==> config.mk <==
export PLATFORM = sky130hd
export DESIGN_NAME = controle_bandeja
export DESIGN_NICKNAME = d
export VERILOG_FILES = /design/src/rtl/controle_bandeja.sv
export SDC_FILE = /design/constraint.sdc
export NUM_CORES = 1
export LEC_CHECK = 0
export CORE_ASPECT_RATIO = 1.1
export CORE_UTILIZATION = 50
export DETAILED_ROUTE_END_ITERATION = 8
export PLACE_DENSITY = 0.75
export REMOVE_ABC_BUFFERS = 1
export SLEW_MARGIN = 20
export SYNTH_ARGS = -nofsm -noshare
export SYNTH_HDL_FRONTEND = slang
export SYNTH_SLANG_ARGS = --single-unit
==> constraint.sdc <==
create_clock -name clk -period 1.95 [get_ports clk]
set_input_delay 0.39 -clock clk [delete_from_list [all_inputs] [get_ports clk]]
set_output_delay 0.39 -clock clk [all_outputs]
set_load 0.02 [all_outputs]
==> src/rtl/controle_bandeja.sv <==
`timescale 1ns/1ps
// Cork sealing station controller: conveyor, sealing actuator and
// a BCD count of the corks left in the tray, with low-stock and empty alarms.
module controle_bandeja #(
    parameter int TEMPO_VEDACAO  = 3,
    parameter int CARGA_DEZENAS  = 2,
    parameter int CARGA_UNIDADES = 9
) (
    input  logic       clk,
    input  logic       reset,
    input  logic       sensor_garrafa,
    input  logic       reabastecer,
    output logic       motor,
    output logic       vedar,
    output logic [3:0] unidades_bandeja,
    output logic [1:0] dezenas_bandeja,
    output logic       MC,
    output logic       BZ
);

    typedef enum logic [2:0] {
        ESPERA     = 3'd0,
        VEDANDO    = 3'd1,
        DECREMENTA = 3'd2,
        LIBERA     = 3'd3,
        VAZIO      = 3'd4
    } estado_t;

    localparam logic [3:0] TIMER_CARGA = 4'(TEMPO_VEDACAO - 1);
    localparam logic [1:0] CARGA_D     = 2'(CARGA_DEZENAS);
    localparam logic [3:0] CARGA_U     = 4'(CARGA_UNIDADES);

    estado_t    estado_q, estado_d;
    logic [3:0] timer_q, timer_d;
    logic [1:0] dez_q, dez_d;
    logic [3:0] uni_q, uni_d;
    logic       vazia;

    assign vazia = (dez_q == 2'd0) && (uni_q == 4'd0);

    always_ff @(posedge clk) begin
        if (reset) begin
            estado_q <= ESPERA;
            timer_q  <= 4'd0;
            dez_q    <= CARGA_D;
            uni_q    <= CARGA_U;
        end else begin
            estado_q <= estado_d;
            timer_q  <= timer_d;
            dez_q    <= dez_d;
            uni_q    <= uni_d;
        end
    end

    always_comb begin
        estado_d = estado_q;
        timer_d  = timer_q;
        dez_d    = dez_q;
        uni_d    = uni_q;
        case (estado_q)
            ESPERA: begin
                // refill takes priority over a bottle arriving the same cycle
                if (reabastecer) begin
                    dez_d = CARGA_D;
                    uni_d = CARGA_U;
                end else if (sensor_garrafa && !vazia) begin
                    estado_d = VEDANDO;
                    timer_d  = TIMER_CARGA;
                end
            end
            VEDANDO: begin
                if (timer_q == 4'd0) begin
                    estado_d = DECREMENTA;
                end else begin
                    timer_d = timer_q - 4'd1;
                end
            end
            DECREMENTA: begin
                estado_d = LIBERA;
                if (!vazia) begin
                    if (uni_q != 4'd0) begin
                        uni_d = uni_q - 4'd1;
                    end else begin
                        uni_d = 4'd9;
                        dez_d = dez_q - 2'd1;
                    end
                end
            end
            LIBERA: begin
                // wait for the sealed bottle to leave before counting again
                if (!sensor_garrafa) begin
                    estado_d = vazia ? VAZIO : ESPERA;
                end
            end
            VAZIO: begin
                if (reabastecer) begin
                    estado_d = ESPERA;
                    dez_d    = CARGA_D;
                    uni_d    = CARGA_U;
                end
            end
            default: estado_d = ESPERA;
        endcase
    end

    always_comb begin
        motor = 1'b1;
        vedar = 1'b0;
        BZ    = 1'b0;
        case (estado_q)
            VEDANDO: begin
                motor = 1'b0;
                vedar = 1'b1;
            end
            DECREMENTA: motor = 1'b0;
            VAZIO: begin
                motor = 1'b0;
                BZ    = 1'b1;
            end
            default: motor = 1'b1;
        endcase
    end

    assign unidades_bandeja = uni_q;
    assign dezenas_bandeja  = dez_q;
    assign MC               = (dez_q == 2'd0) && !vazia;

endmodule

==> results by group <==
Setup path
  – RR Endpoint: dezenas_bandeja[0]
  – Worst Path Max Fanout: 3
  – WP data arrival: 2.16 ns
  – Worst Path Required: 2.17 ns
  – Reg2Reg Launch Point: unidades_bandeja[0]
  – Critical path class: register to register
  – R2r worst-path depth: 7
  – Reg-to-reg setup timing slack: 0.006 ns
  – CP Launch Type: register
  – Critical Path Sink Type: register

Layout
  – Seq. cell area: 264 µm²
  – Fill cell count: 116
  – Area Overhead vs Synth: 35.2%
  – Fraction of layout cells with a size suffix above 1: 0.230
  – Post-route cell area: 0.00107 mm²
  – Multi-input gate area: 489 µm²
  – Nets: 131
  – Layout Cells excl Fill: 138
  – Final core utilization: 0.751
  – Diode count: 0

Drt
  – Initial DRC Count: 15
  – Detailed Route WL: 1.84 mm
  – Residual DRC: 0
  – Antenna viol nets, final: 0
  – WL/cell: 13.3 µm
  – Total number of vias: 792
  – Vias per cell: 5.74
  – Pre-antenna DRT Iters: 4

Pwr
  – Power per cell area: 1030 mW/mm²
  – Leakage power: 0.435 nW
  – Peak VDD IR: 0.000648 V
  – Overall Power: 0.00110 W

Logic synthesis
  – Predominant post-synthesis flop cell: dfxtp_1
  – Yosys reg bits: 13
  – Mapped Cells: 94
  – Number of synthesized flops with an enable pin: 0
  – Synth Cell Area: 788 µm²
  – Yosys cell types: 36
  – Synth async-reset ratio: 0
  – Yosys warning count: 0
  – Syn Area/Cell: 8.39 µm²
  – Sequential area share after synthesis: 0.330

Die
  – Rows: 14
  – Core Region: 0.00142 mm²
  – Die ar.: 0.00174 mm²
  – Die H: 43.6 µm
  – Die width: 39.9 µm
  – Effective utilization at floorplan: 0.556
  – IO Pins: 14

STA
  – Final period utilization: 0.997
  – Least-Margin Pin Slew: 0.387 ns
  – Slew margin rel.: 0.741
  – Max frequency: 514 MHz
  – # setup viols final: 0
  – Worst Skew: 0.00254 ns
  – RSZ-0062 raised after global routing: yes
  – Min Tclk post-route: 1.94 ns
  – Final hold violation count: 0
  – Max-slew violations: 0

Worst hold path
  – Hold EP: timer_q[3]
  – Hold Crit Depth: 1
  – Hold_sp: timer_q[3]
  – HP Class: register to register

Placement
  – Hpwl dp: 1.34 mm
  – Placement Cell Area: 0.00103 mm²
  – Routability-driven placement congestion ratio: 0.751
  – Placed cells: 133
  – Port Buffer Count: 13

Global route
  – Initial antenna violation count: 0
  – Total Routing Usage GR: 0.246
  – First-pass GRT wire length: 2.89 mm
  – Largest net degree at the start of global routing: 17
  – Total global routing overflow: 0
  – Vias in the first global route: 666

Clock network
  – Clock latency on the worst-skew pair: 0.28 ns
  – TritonCTS Buffers: 3
  – Hold-fix buffers, CTS: 0
  – CTS max path bufs: 2
  – Root Driver: clkbuf_4
  – Clock transition at the registers of the reported paths: 0.08 ns
  – Clock sink count: 13
  – H-tree depth: 1
  – CTS tree: built

Flow run
  – Max-cap violations: 0

Status
  – Status: finished clean
[placed cells by master (no fill, tap or decap), types with 6 or more instances in the layout]
master,count
a21oi_1,6
nand2b_1,6
dfxtp_1,10
nor2_1,10
inv_1,7
buf_4,15
clkdlybuf4s50_1,9
[Yosys cell counts, drive strengths merged (3+ instances only)]
| master | n | area [µm²] |
|---|---|---|
| o21ai | 4 | 20.0 |
| a31oi | 3 | 18.8 |
| dfxtp | 13 | 260 |
| ha | 4 | 50.1 |
| nand2b | 6 | 37.5 |
| inv | 7 | 26.3 |
| a21oi | 6 | 30.0 |
| nand2 | 3 | 11.3 |
| nor3 | 3 | 15.0 |
| nor2 | 10 | 37.5 |
| clkbuf | 4 | 15.0 |
| nor3b | 3 | 27.5 |
[routing by layer]
metal  vias up  GRT usage  part of all wire
met5         -          0                 0
met3         4     0.0308             0.043
met2        17      0.328              0.43
met4         0      0.145             0.018
met1       370      0.371              0.51
li1        401          -                 -
[timing repair]
action	in CTS	in global routing
setup endpoints to repair	4	2
resized for setup	9	4
pin swaps	0	0
buffers inserted	0	1
[worst max-delay path: stages, from the launching register on]
cell	delay (ns)
dfxtp_2	0.33
inv_1	0.05
ha_2	0.17
or3b_4	0.37
buf_4	0.15
o32a_1	0.30
or4_1	0.39
a21oi_1	0.12
[where the power goes]
part | internal, W | switching (W) | leakage, nW
registers | 0.000314 | 0.0000556 | 0.106
clock network | 0.0000794 | 0.0000928 | 0.0150
logic | 0.000279 | 0.000281 | 0.314
total | 0.000673 | 0.000429 | 0.435
[logic make-up (layout without fill, tap and decap cells)]
group / count (synthesis) / in the layout / synth area share
muxes: 2 / 2 / 0.0254
xor gates and xnor gates: 1 / 1 / 0.0111
adders and majority gates: 4 / 4 / 0.0635
DFF: 13 / 13 / 0.330
buffers and inverters: 11 / 39 / 0.0524
and+or+nand+nor: 39 / 39 / 0.310
AOI/OAI and AO/OA: 24 / 24 / 0.208
[layout make-up]
class	instances	share of cell area
Multi-Input combinational cell	70	0.459
Inverter	7	0.0246
Timing Repair Buffer	28	0.225
Clock buffer	4	0.0246
Sequential cell	13	0.248
Tap cell	16	0.0188
[metrics by stage]
step | setup WS [ns] | TNS (ns) | hold slack, ns
floorplan | 0.0367 | 0 | 0.434
global route | -0.0822 | -0.112 | 0.508
global placement | -0.00605 | -0.00605 | 0.461
detailed placement | -0.0545 | -0.0545 | 0.477
finish | 0.00561 | 0 | 0.491
CTS | 0.000447 | 0 | 0.489
[state kept, by name, indices dropped and copies added (netlist names)]
name              count
dezenas_bandeja       2
estado_q              3
timer_q               4
unidades_bandeja      4
[worst max path at each step]
| stage | startpoint | depth (start not counted) | endpoint | slack (ns) |
|---|---|---|---|---|
| finish | unidades_bandeja[0] | 7 | dezenas_bandeja[0] | 0.006 |
| detailed placement | unidades_bandeja[0] | 5 | MC | -0.05 |
| global placement | unidades_bandeja[0] | 5 | MC | -0.006 |
| CTS | unidades_bandeja[0] | 7 | dezenas_bandeja[0] | 0.0004 |
| global route | unidades_bandeja[0] | 7 | dezenas_bandeja[0] | -0.08 |
| floorplan | unidades_bandeja[0] | 6 | dezenas_bandeja[0] | 0.04 |
No activity file was read; power rests on OpenSTA's default activity.
